## src/rtl/ldtu_decoder.sv

```systemverilog
// ldtu_decoder: unpacks 32-bit LiTE-DTU words into a one-per-clock 13-bit sample stream, throttling input via valid/ready.
// Defining LDTU_FRAME_CHECK_EN builds trailer word-count and frame-number checking; otherwise frame_err is tied low.
module ldtu_decoder #(
    parameter int Nbits_32 = 32,
    parameter int Nbits_12 = 12
) (
    input  logic                CLK,
    input  logic                RST,
    input  logic [Nbits_32-1:0] DATA32_in,
    input  logic                data_valid,
    output logic                data_ready,
    output logic [Nbits_12:0]   sample_out,
    output logic                sample_valid,
    output logic                baseline_flag,
    output logic                frame_end,
    output logic                frame_err,
    output logic                header_err
);

    typedef enum logic [2:0] {
        W_IDLE,
        W_BASE5,
        W_BASEN,
        W_SIG2,
        W_SIG1,
        W_TRAIL,
        W_ERR
    } word_kind_t;

    typedef enum logic {
        ST_IDLE,
        ST_EMIT
    } state_t;

    function automatic word_kind_t decode_kind(input logic [31:0] w);
        word_kind_t k;
        if (w == 32'hEAAA_AAAA) begin
            k = W_IDLE;
        end else if (w[31:30] == 2'b01) begin
            k = W_BASE5;
        end else if (w[31:28] == 4'b1010) begin
            if ((w[27:24] >= 4'd1) && (w[27:24] <= 4'd4)) begin
                k = W_BASEN;
            end else begin
                k = W_ERR;
            end
        end else if (w[31:26] == 6'b001010) begin
            k = W_SIG2;
        end else if (w[31:26] == 6'b001011) begin
            k = W_SIG1;
        end else if (w[31:28] == 4'b1101) begin
            k = W_TRAIL;
        end else begin
            k = W_ERR;
        end
        return k;
    endfunction

    function automatic logic [2:0] sample_count(input word_kind_t k, input logic [2:0] n);
        logic [2:0] c;
        case (k)
            W_BASE5: c = 3'd5;
            W_BASEN: c = n;
            W_SIG2:  c = 3'd2;
            W_SIG1:  c = 3'd1;
            default: c = 3'd0;
        endcase
        return c;
    endfunction

    // Baseline fields are 6 bits wide, zero-extended with gain flag 0; signal fields pass through.
    function automatic logic [12:0] extract(input logic [29:0] w, input logic [2:0] idx, input logic base);
        logic [12:0] s;
        if (base) begin
            case (idx)
                3'd0:    s = {7'd0, w[5:0]};
                3'd1:    s = {7'd0, w[11:6]};
                3'd2:    s = {7'd0, w[17:12]};
                3'd3:    s = {7'd0, w[23:18]};
                3'd4:    s = {7'd0, w[29:24]};
                default: s = 13'd0;
            endcase
        end else begin
            case (idx)
                3'd0:    s = w[12:0];
                3'd1:    s = w[25:13];
                default: s = 13'd0;
            endcase
        end
        return s;
    endfunction

    state_t      state_r;
    state_t      state_nxt_s;
    logic [29:0] word_r;
    logic [29:0] word_nxt_s;
    logic        base_r;
    logic        base_nxt_s;
    logic [2:0]  idx_r;
    logic [2:0]  idx_nxt_s;
    logic [2:0]  left_r;
    logic [2:0]  left_nxt_s;
    logic        emit_s;
    logic [12:0] sample_nxt_s;
    word_kind_t  kind_s;
    logic        is_data_s;
    logic        is_base_s;
    logic [2:0]  count_s;
    logic        accept_s;
    logic        ready_s;

    logic [12:0] sample_out_r;
    logic        sample_valid_r;
    logic        baseline_r;
    logic        frame_end_r;
    logic        header_err_r;

    // Input word classification and handshake qualification.
    always_comb begin
        kind_s    = decode_kind(DATA32_in);
        is_base_s = (kind_s == W_BASE5) || (kind_s == W_BASEN);
        is_data_s = is_base_s || (kind_s == W_SIG2) || (kind_s == W_SIG1);
        count_s   = sample_count(kind_s, DATA32_in[26:24]);
        ready_s   = (!RST) && (state_r == ST_IDLE);
        accept_s  = data_valid && ready_s;
    end

    // Next-state and emission: left_r counts samples still owed after the one on sample_out.
    always_comb begin
        state_nxt_s  = state_r;
        word_nxt_s   = word_r;
        base_nxt_s   = base_r;
        idx_nxt_s    = idx_r;
        left_nxt_s   = left_r;
        emit_s       = 1'b0;
        sample_nxt_s = sample_out_r;
        case (state_r)
            ST_EMIT: begin
                emit_s       = 1'b1;
                sample_nxt_s = extract(word_r, idx_r, base_r);
                idx_nxt_s    = idx_r + 3'd1;
                left_nxt_s   = left_r - 3'd1;
                if (left_r == 3'd1) begin
                    state_nxt_s = ST_IDLE;
                end else begin
                    state_nxt_s = ST_EMIT;
                end
            end
            ST_IDLE: begin
                if (accept_s && is_data_s) begin
                    emit_s       = 1'b1;
                    sample_nxt_s = extract(DATA32_in[29:0], 3'd0, is_base_s);
                    word_nxt_s   = DATA32_in[29:0];
                    base_nxt_s   = is_base_s;
                    idx_nxt_s    = 3'd1;
                    left_nxt_s   = count_s - 3'd1;
                    if (count_s > 3'd1) begin
                        state_nxt_s = ST_EMIT;
                    end else begin
                        state_nxt_s = ST_IDLE;
                    end
                end else begin
                    state_nxt_s = ST_IDLE;
                end
            end
            default: begin
                state_nxt_s = ST_IDLE;
            end
        endcase
    end

    // State, word buffer and registered outputs.
    always_ff @(posedge CLK) begin
        if (RST) begin
            state_r        <= ST_IDLE;
            word_r         <= 30'd0;
            base_r         <= 1'b0;
            idx_r          <= 3'd0;
            left_r         <= 3'd0;
            sample_out_r   <= 13'd0;
            sample_valid_r <= 1'b0;
            baseline_r     <= 1'b0;
            frame_end_r    <= 1'b0;
            header_err_r   <= 1'b0;
        end else begin
            state_r        <= state_nxt_s;
            word_r         <= word_nxt_s;
            base_r         <= base_nxt_s;
            idx_r          <= idx_nxt_s;
            left_r         <= left_nxt_s;
            sample_out_r   <= sample_nxt_s;
            sample_valid_r <= emit_s;
            baseline_r     <= emit_s && (state_r == ST_EMIT ? base_r : is_base_s);
            frame_end_r    <= accept_s && (kind_s == W_TRAIL);
            header_err_r   <= accept_s && (kind_s == W_ERR);
        end
    end

`ifdef LDTU_FRAME_CHECK_EN
    logic [7:0] word_cnt_r;
    logic [7:0] exp_frame_r;
    logic       frame_err_r;
    logic       frame_bad_s;

    // Trailer consistency against the local word count and expected frame number.
    always_comb begin
        frame_bad_s = (DATA32_in[19:12] != word_cnt_r) || (DATA32_in[27:20] != exp_frame_r);
    end

    // Counter clears and frame number resynchronizes on every trailer, good or bad.
    always_ff @(posedge CLK) begin
        if (RST) begin
            word_cnt_r  <= 8'd0;
            exp_frame_r <= 8'd0;
            frame_err_r <= 1'b0;
        end else if (accept_s && (kind_s == W_TRAIL)) begin
            word_cnt_r  <= 8'd0;
            exp_frame_r <= DATA32_in[27:20] + 8'd1;
            frame_err_r <= frame_bad_s;
        end else if (accept_s && is_data_s) begin
            word_cnt_r  <= word_cnt_r + 8'd1;
            exp_frame_r <= exp_frame_r;
            frame_err_r <= 1'b0;
        end else begin
            word_cnt_r  <= word_cnt_r;
            exp_frame_r <= exp_frame_r;
            frame_err_r <= 1'b0;
        end
    end

    assign frame_err = frame_err_r;
`else
    assign frame_err = 1'b0;
`endif

    assign data_ready    = ready_s;
    assign sample_out    = sample_out_r;
    assign sample_valid  = sample_valid_r;
    assign baseline_flag = baseline_r;
    assign frame_end     = frame_end_r;
    assign header_err    = header_err_r;

endmodule

```

## config.mk

```make
export PLATFORM = sky130hd
export DESIGN_NAME = ldtu_decoder
export DESIGN_NICKNAME = d
export VERILOG_FILES = /design/src/rtl/ldtu_decoder.sv
export SDC_FILE = /design/constraint.sdc
export NUM_CORES = 1
export LEC_CHECK = 0
export CAP_MARGIN = 10
export CORE_MARGIN = 3
export CORE_UTILIZATION = 40
export DETAILED_ROUTE_END_ITERATION = 10
export PLACE_DENSITY = 0.63
export SETUP_SLACK_MARGIN = 0.4
export SLEW_MARGIN = 25
export SYNTH_ARGS = -nofsm -noshare
export SYNTH_HDL_FRONTEND = slang
export SYNTH_SLANG_ARGS = --single-unit
```

## constraint.sdc

```tcl
create_clock -name CLK -period 4.41 [get_ports CLK]
set_input_delay 0.882 -clock CLK [delete_from_list [all_inputs] [get_ports CLK]]
set_output_delay 0.882 -clock CLK [all_outputs]
set_load 0.02 [all_outputs]
```

After elaboration in Yosys (flattened, before gate mapping)
Index checks and enable logic that the tools add are counted.

$add $sub $neg: 3. Magnitude comparators: 3. Equality and inequality tests: 18. Multiplexer cells: 25. Bitwise operators: 1. Reductions and logical operators: 13.

Operator list (count): 13-bit case mux with 2 select lines (2); 13-bit 2-to-1 mux (3); 32-bit equality test (second input constant) (1); 6-bit case mux with 5 select lines (1); 3-bit 2-to-1 mux (7); 3-bit by 2-bit equality test with 1-bit output (second input constant) (4); 3-bit equality test (second input constant) (4); 6-bit by 4-bit equality test with 1-bit output (second input constant) (2); 3-bit case mux with 2 select lines (2); 3-bit case mux with 4 select lines (1); 3-bit by 1-bit equality test with 1-bit output (second input constant) (3); 4-bit equality test (second input constant) (2); 1-bit logical AND (7); 3-bit by 1-bit subtractor with 3-bit output (second input constant) (2); 1-bit 2-to-1 mux (5); 4-bit by 1-bit greater-or-equal comparator with 1-bit output (second input constant) (1); 4-bit by 3-bit less-or-equal comparator with 1-bit output (second input constant) (1); 2-bit 2-to-1 mux (2); 1-bit case mux with 2 select lines (2); 3-bit by 1-bit adder with 3-bit output (second input constant) (1); 3-bit by 1-bit > comparator with 1-bit output (second input constant) (1); 3-bit zero test (1); 1-bit logical OR (3); 2-bit by 1-bit equality test with 1-bit output (second input constant) (1); other kinds (4) (4).

Flip-flop bits (word level): 55. Input port bits: 35. Output and inout bits: 19. Logic and storage cells: 73.

Depth between registers and ports, before layout
Word-level depth: 15. Depth in mapped cells: 9. Gate-level depth less buffers: 8.

Worst setup path after synthesis
Ideal clock, no wire load.

Path kind: input-to-reg. Start point: input DATA32_in[31]. End point: register left_r[1]. Library setup time: 96 ps. Arrival time: 2374 ps. Required time: 4314 ps. Slack: 1940 ps. Stages on the path: 7. Path buffers: 1. Cells stage by stage: clkbuf_1 nand2b_1 o21ai_0 a31oi_1 ha_1 or4_1 o311ai_1.

Cells in the longest elaborated chain, start to end: 13. Elaborated cells on any way between the ends: 25. Classes of those cells: add/sub: 1; eq/ne: 11; mux: 9; reduce/logical: 4.

Ends and longest elaborated chain: start, declared (RTL line 9) `input logic [Nbits_32-1:0] DATA32_in,`; 4-bit equality test (RTL line 51) `end else if (w[31:28] == 4'b1101) begin`; 2-bit 2-to-1 mux (RTL line 51); 2-bit 2-to-1 mux (RTL line 49) `end else if (w[31:26] == 6'b001011) begin`; 3-bit 2-to-1 mux (RTL line 47) `end else if (w[31:26] == 6'b001010) begin`; 3-bit 2-to-1 mux (RTL line 41) `end else if (w[31:28] == 4'b1010) begin`; 3-bit 2-to-1 mux (RTL line 39) `end else if (w[31:30] == 2'b01) begin`; 3-bit 2-to-1 mux * (RTL line 37) `if (w == 32'hEAAA_AAAA) begin`; parallel branches: the longest is 6 deep, another holds 3-bit by 1-bit subtractor with 3-bit output; end signal, assigned (RTL line 190) `left_r <= left_nxt_s;`; end, declared (RTL line 101) `logic [2:0] left_r;`.

Mark *: on every way between the ends. The select of a mux whose other input is x is not followed. A chain may end at the register's enable or synchronous reset.

Final worst setup path
Start point: input DATA32_in[26]. End point: register word_r[28].

Cells in the longest elaborated chain, start to end: 12. Elaborated cells on any way between the ends: 21. Classes of those cells: order compare: 2; eq/ne: 7; mux: 6; reduce/logical: 6.

Ends and longest elaborated chain: 4-bit by 1-bit greater-or-equal comparator with 1-bit output, or another cell as far along (RTL line 42) `if ((w[27:24] >= 4'd1) && (w[27:24] <= 4'd4)) begin`; 1-bit logical AND or 2-bit 2-to-1 mux (tied branches) (RTL line 42, 49); 3-bit 2-to-1 mux, on equally long branches (RTL line 42, 47); 3-bit 2-to-1 mux (RTL line 41); 3-bit 2-to-1 mux (RTL line 39); 3-bit 2-to-1 mux * (RTL line 37); 3-bit by 1-bit equality test with 1-bit output or 3-bit by 2-bit equality test with 1-bit output (tied branches) (RTL line 121) `is_base_s = (kind_s == W_BASE5) || (kind_s == W_BASEN);`; 1-bit logical OR (RTL line 121); 1-bit logical OR (RTL line 122) `is_data_s = is_base_s || (kind_s == W_SIG2) || (kind_s == W_SIG1);`; 1-bit logical OR * (RTL line 122); 1-bit logical AND * (RTL line 150) `if (accept_s && is_data_s) begin`; 2-bit AND reduction (no line) *; end signal, assigned (RTL line 187) `word_r <= word_nxt_s;`; end, declared (RTL line 95) `logic [29:0] word_r;`.

Mark *: on every way between the ends. The rest lies on a longest branch, timed or not.

==> metrics.txt <==
status finished, final reports clean; fmax about 330 MHz; switching share of power 0.261; share of cells above drive strength 1 0.103; Yosys reg bits between 50 and 60; Crit. End Element flop; uppermost layer routed met4; GRT Total Usage 0.203; Post-synth top flop dfxtp_1; Routed met1 length 4.00 mm; Multi-input gate area about 1700 um^2; Vias/cell between 5 and 6; Final setup viols 0; buffer depth of the longest clock path 2; peak per-stage delay on the critical path between 0.5 and 0.6 ns; critical path required time between 4 and 5 ns; PD cells between 300 and 400 nW/um^2; number of remaining DRC errors 0; Filler Cell Count approximately 700; Die Ht ~92 um; synthesized cell area between 2000 and 3000 um^2; register area roughly 1100 um^2; crit path launch type primary input; DR vias about 2,800; Max IR drop VDD around 0.18 mV; total length of routed met3 wires approximately 490 um; Final Max Slew Viols 0; slew margin rel. 0.521; worst setup path startpoint DATA32_in[26]; postcts setup bufs 0; Core Region approximately 6900 um^2; hold_buf cts 0; combinational share of power 0.177; clock power share 0.349; post-route ant nets 0; Avg Synthesized Cell Area around 8.1 um^2; top post-synthesis cells by area dfxtp_1 38%, nand2_1 8.2%, a21oi_1 7.0%, a22oi_1 3.8%, ha_1 3.8%; EDFF count, synth 0; Root Buffer clkbuf_8; DR pass1 iterations 6; worst-margin pin slew approximately 0.72 ns; drt total wl between 8 and 9 mm; initial antenna violation count 0; die width ~92 um; RSZ-0062 raised after global routing no; beginning of the worst hold path word_r[26]; clock latency on the worst-skew pair slightly above 0.3 ns; vias in the first global route 2,534; crit path DAT approximately 3.3 ns; final instance area roughly 3600 um^2; Post-synth ARST share 0; TritonCTS Buffers 5; Netlist cell types 53; n_diodes 0; Max-cap violations 0; post-CTS sizing 0; yosys warns 0; Yosys top cell area share 0.375; routed wl met2 roughly 3.7 mm; cells along the critical path clkdlybuf4s50_1 > or3b_4 > a211o_4 > a211oi_4 > buf_4 > nand2_1 > a21oi_1; Largest delay share family, worst path buffers and inverters; largest area contributor in the netlist dfxtp_1; switching pwr around 290 uW; # port buffers 52; Cell Int Power ~840 uW; RePlAce Congestion around 0.95; Flop pwr share 0.474; Mapped Nets 408; crit-path max FO 26; CTS tree done; kind of critical path in2reg; Clock transition at path regs roughly 0.090 ns; critical register-to-register path startpoint idx_r[1]; pin count of the biggest net entering global routing between 60 and 70; num ports between 50 and 60; H-tree depth 2; Cells after Synth between 300 and 400; Initial Utilization 0.423; CP Buf/Inv Count 2; total grt overflow 0; Final Critical Period 3.04 ns; die area 8400 um^2; Leakage 1.15 nW; row cnt 30; number of DRC markers in iteration 0 approximately 190; Post-DP HPWL about 6.1 mm; Area Overhead vs Synth 23.8%; Worst path slowest cell clkdlybuf4s50_1; first-pass GRT wire length roughly 14 mm; commonest non-fill, non-tap cells in the layout 64 x nand2_1, 55 x dfxtp_1, 51 x clkdlybuf4s50_1; Final Cycle Share 0.689; final net count 449; Worst Clk Skew approximately 0.0093 ns; # clock sinks between 50 and 60; most common cell after layout, fill and taps aside nand2_1; setup_tns 0 ns; Hold WC Path Type reg2reg; wire length per cell approximately 17 um; Post-DP Area ~3500 um^2; post-synthesis sequential area ratio 0.375; Final Hold Viols 0
layout make-up:
cell class              count  area share
flip-flops and latches     55       0.303
clock buffers               6      0.0200
repair buffers             59       0.156
well taps                  96      0.0331
multi-input cells         274       0.461
clock inverters             2      0.0165
inverters                  10      0.0103
synth_stat cells (7+ instances only):
cell	count
nand2_2	10
a21oi_2	10
a21oi_1	41
ha_1	9
nor2_1	26
clkbuf_1	20
a221oi_1	7
dfxtp_1	55
a22oi_1	15
inv_1	9
nand2_1	64
a31oi_1	8
o21ai_0	12
stage by stage:
step / hold slack, ns / setup slack [ns] / instances / total power [mW] / util
final: 0.482 / 1.37 / 502 / 1.13 / 0.523
after CTS: 0.484 / 1.36 / 502 / 1.14 / 0.523
after detailed placement: 0.470 / 1.04 / 494 / 0.745 / 0.504
after global routing: 0.506 / 1.22 / 502 / 1.18 / 0.523
after floorplan: 0.436 / 1.94 / 364 / 0.657 / -
after global placement: 0.457 / 1.09 / 494 / 0.744 / 0.504
worst paths after layout:
| path | endpoint | slack, ns | cells past startpoint |
|---|---|---|---|
| setup / recovery | word_r[28] | 1.37 | 7 |
| hold reg to reg | word_r[26] | 0.48 | 2 |
| hold / removal | word_r[26] | 0.48 | 2 |
| setup reg to reg | sample_out[5] | 2.14 | 7 |
state kept, by name, indices dropped and copies added (netlist names), 3 cells and up:
name and count:
word_r 30, sample_out 13, idx_r 3, left_r 3
power by group through the flow:
stage	combinational, mW	sequential (mW)	clock, mW
floorplan	0.102	0.554	0
global placement	0.198	0.546	0
detailed placement	0.198	0.547	0
CTS	0.199	0.535	0.402
global route	0.218	0.538	0.426
finish	0.200	0.535	0.395
routing by layer:
layer / vias to the layer above / track usage
li1: 1390 / -
met1: 1333 / 0.302
met2: 97 / 0.297
met3: 10 / 0.0353
met4: 0 / 0.0628
met5: - / 0
logic make-up (layout without fill, tap and decap cells):
group / count (synthesis) / in the layout / share of synthesized area
AND/OR/NAND/NOR: 134 / 134 / 0.217
other: 1 / 1 / 0.00128
flip-flops: 55 / 55 / 0.375
AO/OA/AOI/OAI: 126 / 126 / 0.300
adder cells (fa/ha/maj): 9 / 9 / 0.0384
buffers and inverters: 35 / 77 / 0.0542
multiplexers: 3 / 3 / 0.0102
XOR/XNOR: 1 / 1 / 0.00299
worst register-to-register path, stage by stage (launching register included):
cell and delay, ns:
dfxtp_1 0.38, inv_1 0.09, ha_1 0.42, o21ba_2 0.31
o31ai_1 0.49, nor2_1 0.20, a21oi_1 0.23, a31oi_1 0.06
Note: power is estimated with default switching activity, not from simulation.
